$ cat src/rtl/uart_tx_ctrl_pkg.sv
// Shared UART types and constants used by the transmit controller and the bit counter.
package uart_tx_ctrl_pkg;

  typedef logic bit_t;

  localparam int unsigned bitspertx = 8;

  typedef enum logic [2:0] {
    StIdle,
    StStart,
    StData,
    StParity,
    StStop
  } uart_tx_state_t;

  // The parity bit sent for a word, given the odd/even selection.
  function automatic bit_t parity_of(input logic [bitspertx-1:0] data, input bit_t odd);
    return bit_t'(^data) ^ odd;
  endfunction

endpackage

$ cat src/rtl/uart_baud_tick.sv
// Baud divider: while enabled, counts 0..ClksPerBit-1 and flags the last count with tick.
module uart_baud_tick #(
  parameter int unsigned ClksPerBit = 4
) (
  input  logic clk,
  input  logic reset,
  input  logic enable,
  input  logic clear,
  output logic tick
);

  localparam int unsigned CntW = (ClksPerBit > 1) ? $clog2(ClksPerBit) : 1;

  logic [CntW-1:0] cnt_q, cnt_d;

  always_comb begin
    tick  = enable && (cnt_q == CntW'(ClksPerBit - 1));
    cnt_d = cnt_q;
    if (clear || !enable || tick) begin
      cnt_d = '0;
    end else begin
      cnt_d = cnt_q + CntW'(1);
    end
  end

  always_ff @(posedge clk or negedge reset) begin
    if (!reset) begin
      cnt_q <= '0;
    end else begin
      cnt_q <= cnt_d;
    end
  end

endmodule

$ cat src/rtl/uart_tx_ctrl.sv
// UART transmit controller: frames one word per request (start, LSB-first data, optional
// parity, stop) and drives the external bit counter that marks the end of the data phase.
module uart_tx_ctrl
  import uart_tx_ctrl_pkg::*;
#(
  parameter int unsigned CLK_FREQ   = 50_000_000,
  parameter int unsigned BAUD       = 115_200,
  parameter int unsigned DATA_BITS  = bitspertx,
  parameter int unsigned PARITY_EN  = 0,
  parameter int unsigned PARITY_ODD = 0
) (
  input  logic                 clk,
  input  logic                 reset,
  input  logic                 tx_start,
  input  logic [DATA_BITS-1:0] tx_data,
  output logic                 tx_serial,
  output logic                 tx_busy,
  output logic                 tx_done,
  output logic                 increment_bit_counter,
  output logic                 reset_bit_counter,
  input  logic                 bit_counter
);

  localparam int unsigned CLKS_PER_BIT = CLK_FREQ / BAUD;

  uart_tx_state_t       state_q, state_d;
  logic [DATA_BITS-1:0] shift_q, shift_d;
  bit_t                 parity_q, parity_d;
  logic                 serial_q, serial_d;
  logic                 tick;
  logic                 baud_clear;

  uart_baud_tick #(
    .ClksPerBit(CLKS_PER_BIT)
  ) u_baud_tick (
    .clk   (clk),
    .reset (reset),
    .enable(state_q != StIdle),
    .clear (baud_clear),
    .tick  (tick)
  );

  always_comb begin
    state_d               = state_q;
    shift_d               = shift_q;
    parity_d              = parity_q;
    tx_done               = 1'b0;
    increment_bit_counter = 1'b0;
    reset_bit_counter     = 1'b0;
    baud_clear            = 1'b0;

    unique case (state_q)
      StIdle: begin
        if (tx_start) begin
          shift_d           = tx_data;
          parity_d          = parity_of(tx_data, bit_t'(PARITY_ODD != 0));
          reset_bit_counter = 1'b1;
          baud_clear        = 1'b1;
          state_d           = StStart;
        end
      end
      StStart: begin
        if (tick) state_d = StData;
      end
      StData: begin
        if (tick) begin
          shift_d = shift_q >> 1;
          // The sticky flag means the bit just finished was the last; no increment for it.
          if (bit_counter) begin
            state_d = (PARITY_EN != 0) ? StParity : StStop;
          end else begin
            increment_bit_counter = 1'b1;
          end
        end
      end
      StParity: begin
        if (tick) state_d = StStop;
      end
      StStop: begin
        if (tick) begin
          tx_done           = 1'b1;
          reset_bit_counter = 1'b1;
          state_d           = StIdle;
        end
      end
      default: state_d = StIdle;
    endcase

    // Line level is registered from the next state so it changes with the state itself.
    unique case (state_d)
      StStart:  serial_d = 1'b0;
      StData:   serial_d = shift_d[0];
      StParity: serial_d = parity_d;
      default:  serial_d = 1'b1;
    endcase
  end

  always_ff @(posedge clk or negedge reset) begin
    if (!reset) begin
      state_q  <= StIdle;
      shift_q  <= '0;
      parity_q <= 1'b0;
      serial_q <= 1'b1;
    end else begin
      state_q  <= state_d;
      shift_q  <= shift_d;
      parity_q <= parity_d;
      serial_q <= serial_d;
    end
  end

  assign tx_serial = serial_q;
  assign tx_busy   = (state_q != StIdle);

endmodule
$ cat config.mk
export PLATFORM = sky130hd
export DESIGN_NAME = uart_tx_ctrl
export DESIGN_NICKNAME = d
export VERILOG_FILES = /design/src/rtl/uart_tx_ctrl_pkg.sv /design/src/rtl/uart_baud_tick.sv /design/src/rtl/uart_tx_ctrl.sv
export SDC_FILE = /design/constraint.sdc
export NUM_CORES = 1
export LEC_CHECK = 0
export ABC_CLOCK_PERIOD_IN_PS = 2150
export CORE_ASPECT_RATIO = 1.5
export CORE_MARGIN = 3
export CORE_UTILIZATION = 23
export CTS_BUF_LIST = sky130_fd_sc_hd__clkbuf_4 sky130_fd_sc_hd__clkbuf_8 sky130_fd_sc_hd__clkbuf_16
export CTS_CLUSTER_DIAMETER = 200
export DETAILED_ROUTE_END_ITERATION = 8
export HOLD_SLACK_MARGIN = 0.1
export PLACE_DENSITY = 0.53
export SLEW_MARGIN = 0
export SYNTH_ARGS = -nofsm -noshare
export SYNTH_HDL_FRONTEND = slang
export SYNTH_SLANG_ARGS = --single-unit
export TNS_END_PERCENT = 5
$ cat constraint.sdc
create_clock -name clk -period 2.15 [get_ports clk]
set_input_delay 0.43 -clock clk [delete_from_list [all_inputs] [get_ports clk]]
set_output_delay 0.43 -clock clk [all_outputs]
set_load 0.02 [all_outputs]
==> results of run 1 <==
[registers in the layout, indices dropped and copies added (netlist names)]
| signal | cells |
|---|---|
| parity_q | 1 |
| shift_q | 8 |
| state_q | 3 |
| tx_serial | 1 |
| u_baud_tick.cnt_q | 9 |
[final timing paths]
kind                                       from           endpoint  slack [ns]  cells past startpoint
hold reg to reg                      shift_q[3]         shift_q[3]        0.48                      1
setup reg to reg           u_baud_tick.cnt_q[6]          tx_serial        0.06                      5
min in group asynchronous                 reset         state_q[2]        0.51                      2
max in group asynchronous                 reset          tx_serial        1.36                      2
hold / removal                       shift_q[3]         shift_q[3]        0.48                      1
setup / recovery           u_baud_tick.cnt_q[6]  reset_bit_counter       -0.08                      5
[Yosys cell counts, drive strengths merged (2+ instances only)]
| cell type | number |
|---|---|
| dfrtp | 21 |
| nor2 | 19 |
| xnor2 | 13 |
| a21o | 6 |
| a22o | 6 |
| nand2 | 6 |
| inv | 4 |
| nand3 | 4 |
| o21ai | 4 |
| clkbuf | 3 |
| a21oi | 2 |
| buf | 2 |
| ha | 2 |
| nand2b | 2 |
| nand4 | 2 |
| nor3 | 2 |
| or2 | 2 |
| or4b | 2 |
[through the flow]
stage | hold WS, ns | area (µm²) | setup slack [ns]
finish | 0.478 | 1620 | -0.0761
global route | 0.501 | 1620 | -0.134
CTS | 0.485 | 1620 | -0.0936
detailed placement | 0.467 | 1530 | -0.363
global placement | 0.462 | 1530 | -0.362
floorplan | 0.134 | 1170 | -0.0195
[cell families (layout without fill, tap and decap cells)]
logic type      count (synthesis)  in the layout
mux                             1              1
buf+inv                         9             44
compound gates                 25             25
fa+ha+maj                       2              2
simple gates                   44             44
xor+xnor                       14             14
flops                          22             22
[critical path, stage by stage (launching register included)]
cell and delay, ns:
dfrtp_1 0.38, or4b_4 0.58, or2_4 0.27, nor2_4 0.09, or2_4 0.12, buf_6 0.10
[power groups by stage]
stage               clock [mW]  sequential [mW]  combinational, mW
floorplan                    0            0.591              0.192
global placement             0            0.578              0.364
detailed placement           0            0.583              0.371
CTS                      0.391            0.576              0.374
global route             0.414            0.589              0.421
finish                   0.376            0.575              0.369
[final cells by class]
type	instances	area (µm²)
inverters	4	15.0
well taps	64	80.1
clock buffers	3	41.3
flip-flops and latches	22	552
clock inverters	1	30.0
multi-input cells	86	596
fillers	495	3030
repair buffers	36	308
[repair_timing]
item	in CTS	in global routing
gates resized for setup	19	1
cloned	0	0
setup endpoints to repair	3	4
pin swaps	3	1
setup buffers	1	0
hold buffers	0	0
[metal layers]
| layer | wire length [µm] | share of wire [%] | vias up | track usage, % |
|---|---|---|---|---|
| met2 | 1500 | 55 | 24 | 19.4 |
| met5 | 0 | 0 | - | 0 |
| met3 | 132 | 4.8 | 4 | 2.67 |
| met1 | 1080 | 40 | 486 | 10.9 |
| li1 | - | - | 479 | - |
| met4 | 23 | 0.84 | 0 | 3.60 |
==> metrics.md, run 1 <==
| Metric | Value |
|---|---|
| Post-synth top area share | 45.8% |
| Pwr Density | 814 nW/µm² |
| Synth warnings | 0 |
| Sequential cell area fraction in the yosys report | 48.0% |
| Die Width | between 60 and 70 µm |
| Final #Nets | ~170 |
| Starting Density | 24.7% |
| PnR worst setup slack | -0.0761 ns |
| Clk root buf | clkbuf_8 |
| Post-synth top flop | dfrtp_1 |
| Adder-cell share of the synthesized area | 2.18% |
| Worst-Margin Slew | 0.386 ns |
| Final period utilization | 104% |
| Synth Cell Area | roughly 1100 µm² |
| Ys async rst share | 100% |
| Non-Filler Instances | roughly 220 |
| Internal | 967 µW |
| Maximum vdd drop | between 200 and 250 µV |
| Post-synthesis mux area share | less than 1% |
| Fin util | 34.8% |
| Number of flops mapped to enable cells by yosys | 0 |
| Antenna diode count | 0 |
| Clock Tree Buf Depth | 2 |
| # rows | 30 |
| Core Area | between 4000 and 5000 µm² |
| Largest family of logic cells by synthesized area | simple AND/OR/NAND/NOR gates |
| Reg clk slew, reported paths | about 0.08 ns |
| Most common cell after layout, fill and taps aside | dfrtp_1 |
| Crit path launch type | flip-flop |
| Initial DRC Count | 27 |
| Final setup vio count | 2 |
| Yosys top cell by area | dfrtp_1 |
| Synth Area in Compound Gates | 15.9% |
| IO buf count | 16 |
| Vias in the first global route | about 1.1k |
| Most frequent cells in the layout | 21 x dfrtp_1, 20 x buf_4, 17 x nor2_1 |
| Logic gate share of total power | 27.9% |
| Run status | finished with violations |
| Synthesized net count | 131 |
| Clk_lat worst skew | 0.26 ns |
| Initial DRT Pass Iterations | 4 |
| Violated checks | setup timing |
| Top Ports | 17 |
| Layout cells sized above 1 | 23.7% |
| Critical path fanouts, max | 3 |
| Total gr overflow | 0 |
| DP HPWL | 2.18 mm |
| Routability congestion estimate | between 0.8 and 0.9 |
| Unrepaired setup endpoints after global routing | true |
| Minimum clock period | 2.23 ns |
| Slew Viols, Final | 0 |
| Die H | 92.6 µm |
| Kind of end point of the critical path | primary output |
| Hold Path Class | flip-flop to flip-flop |
| Seq pwr share | between 40 and 50% |
| Max-cap violation count | 0 |
| WL/cell | 12.7 µm |
| Clk_skew | 0.00161 ns |
| Initial antenna violation count | 0 |
| Die area | 5900 µm² |
| Area grow syn2layout | 41.2% |
| Post-Synth Simple-Gate Area | 19.2% |
| Arr. time, crit path | 1.80 ns |
| GRT Overall Usage | 10.3% |
| CTS tree | done |
| Syn Area/Cell | about 10 µm² |
| Drt drc | 0 |
| Setup CP Type | flip-flop to primary output |
| H-tree levels | 1 |
| Clock Sink Count | 22 |
| Placed cell count | between 200 and 250 |
| DR vias/cell | ~4.6 |
| First-pass GRT wire length | 4.93 mm |
| Fmax | 449 MHz |
| Switching Fraction | 26.7% |
| Top cells by area, synth | dfrtp_1 46%, xnor2_1 9.9%, nor2_1 6.2% |
| Leakage | 0.721 nW |
| Slew HR | between 70% and 80% |
| Setup TNS | -0.111 ns |
| Cell count after synthesis | 117 |
| Largest net degree at the start of global routing | 23 |
| Endpoints failing hold | 0 |
| Switch Pwr | 353 µW |
| Synth unique cells | 34 |
| Via total after detailed routing | 993 |
| Worst Path Required | 1.72 ns |
| Clock network power share | 28.5% |
| Total Wirelength | about 2.7 mm |
| Yosys reg bits | 22 |
| CTS Buf Count | 3 |
| Final Power | approximately 1.3 mW |
| Routed Antenna Nets | 0 |
| Post-synthesis xor/xnor area fraction | 10.7% |
Note: power is estimated with default switching activity, not from simulation.
==> run 2, diff against run 1 <==
--- a/config.mk
+++ b/config.mk
@@ -7,7 +7,6 @@
 export LEC_CHECK = 0
 export ABC_CLOCK_PERIOD_IN_PS = 2150
 export CORE_ASPECT_RATIO = 1.5
-export CORE_MARGIN = 3
 export CORE_UTILIZATION = 23
 export CTS_BUF_LIST = sky130_fd_sc_hd__clkbuf_4 sky130_fd_sc_hd__clkbuf_8 sky130_fd_sc_hd__clkbuf_16
 export CTS_CLUSTER_DIAMETER = 200
==> run 2 against run 1 <==
  * The flow still finishes with violations (setup timing)
  * Via count shrank 0.20%
  * Clock-buffer cell count is the same
  * Maximum frequency increased by 1.4%
  * Clock power about the same
  * Critical path type unchanged
==> metrics.md, run 2 (synthesized netlist as in run 1, its figures left out) <==
| Metric | Value |
|---|---|
| FF-to-FF Start | u_baud_tick.cnt_q[6] |
| Crit path launch type | flip-flop |
| Kind of end point of the critical path | primary output |
| IO buf count | 16 |
| Worst-Margin Slew | 0.410 ns |
| Pwr Density | around 800 nW/µm² |
| CTS tree | done |
| Clk_lat worst skew | 0.26 ns |
| Critical path origin | u_baud_tick.cnt_q[6] |
| Total Wirelength | around 2.6 mm |
| Area post-placement | roughly 1500 µm² |
| Maximum vdd drop | 266 µV |
| Final setup vio count | 2 |
| Die area | approximately 5300 µm² |
| Critical Path Sink | reset_bit_counter |
| Clk_skew | 0.00542 ns |
| FF-to-FF End | tx_serial |
| Final #Nets | 169 |
| Max-cap violation count | 0 |
| Die H | 88.6 µm |
| Die Width | 59.7 µm |
| DP HPWL | between 2 and 2.5 mm |
| Unrepaired setup endpoints after global routing | true |
| Initial antenna violation count | 0 |
| PnR worst setup slack | -0.0449 ns |
| Minimum clock period | ~2.2 ns |
| Non-Filler Instances | 220 |
| Placed cell count | 212 |
| Post-CTS Hold Buffers | 0 |
| CTS Buf Count | 3 |
| Antenna diode count | 0 |
| Largest regs | u_baud_tick.cnt_q x9, shift_q x8, state_q x3 |
| Drt drc | 0 |
| WL/cell | 11.9 µm |
| Core Area | 4810 µm² |
| Slew Viols, Final | 0 |
| Starting Density | a little under a quarter |
| Final period utilization | 102% |
| Via total after detailed routing | roughly 1000 |
| Max reg flops | 9 |
| Top Ports | 17 |
| Reg clk slew, reported paths | 0.08 ns |
| Initial DRC Count | 66 |
| Endpoints failing hold | 0 |
| Critical path fanouts, max | 4 |
| Clock Tree Buf Depth | 2 |
| Area grow syn2layout | 42.4% |
| DR vias/cell | about 4.5 |
| Setup CP Type | flip-flop to primary output |
| Vias in the first global route | 1013 |
| Most frequent cells in the layout | 23 x buf_4, 21 x dfrtp_1, 17 x nor2_1 |
| Run status | finished with violations |
| H-tree levels | 1 |
| Initial DRT Pass Iterations | 6 |
| WHS | 0.468 ns |
| Leakage | 0.729 nW |
| Worst Path Required | about 1.7 ns |
| FF-to-FF path depth | 5 |
| GRT Overall Usage | about 11% |
| Total gr overflow | 0 |
| Hold Path Class | input port to asynchronous set/reset pin |
| Routability congestion estimate | around 0.83 |
| Fmax | 456 MHz |
| # rows | 31 |
| First-pass GRT wire length | approximately 4.4 mm |
| Clock Sink Count | 22 |
| Most common cell after layout, fill and taps aside | buf_4 |
| Violated checks | setup timing |
| Reg-to-reg slack, setup | around 0.11 ns |
| Clk root buf | clkbuf_8 |
| Layout cells sized above 1 | 24.7% |
| Arr. time, crit path | ~1.8 ns |
| Routed Antenna Nets | 0 |
| Slew HR | 72.6% |
| Place WS | -0.385 ns |
| Largest reg by FF count | u_baud_tick.cnt_q |
| Fin util | 34.0% |
| Final Cell Area | roughly 1600 µm² |
| Largest net degree at the start of global routing | 15 |
==> run 2: stage by stage <==
step | power, mW | setup TNS [ns]
after global placement | 0.942 | -0.842
after CTS | 1.36 | -0.0692
final | 1.34 | -0.0562
after global routing | 1.43 | -0.231
after detailed placement | 0.962 | -0.949
after floorplan | 0.783 | -0.0195
==> run 2: repair_timing <==
item	in CTS	in global routing
gates resized for setup	18	1
pin swaps	4	0
setup endpoints to repair	3	4
buffers inserted	3	1
==> run 2: worst max-delay path: stages (launching register included) <==
cell	delay, ns
dfrtp_1	0.38
or4b_4	0.57
or2_4	0.27
nor2_4	0.08
or2_4	0.11
buf_6	0.10
==> run 2: cell type report <==
class | instances | area [µm²]
multi-input cells | 86 | 596
clock buffers | 3 | 41.3
inverters | 4 | 15.0
well taps | 66 | 82.6
flip-flops and latches | 22 | 552
clock inverters | 1 | 30.0
repair buffers | 38 | 319
fillers | 524 | 3170
==> run 2: metal layers <==
layer,up-vias,routed length [µm],GRT usage [%]
met5,-,0,0
met4,0,40,4.44
met3,4,140,2.05
met2,26,1450,21.0
met1,481,985,11.4
li1,480,-,-
==> run 2: power by group <==
group          switching [mW]  leakage (nW)  internal (mW)
Sequential             0.0611         0.278          0.517
Clock                   0.129        0.0357          0.248
Combinational           0.171         0.415          0.210
Total                   0.361         0.729          0.975
==> run 2: worst min path at each step <==
stage | to | slack (ns) | cells past startpoint
detailed placement | shift_q[6] | 0.47 | 1
finish | state_q[1] | 0.47 | 1
CTS | state_q[1] | 0.49 | 1
global placement | shift_q[2] | 0.46 | 1
floorplan | parity_q | 0.13 | 0
global route | state_q[1] | 0.50 | 1
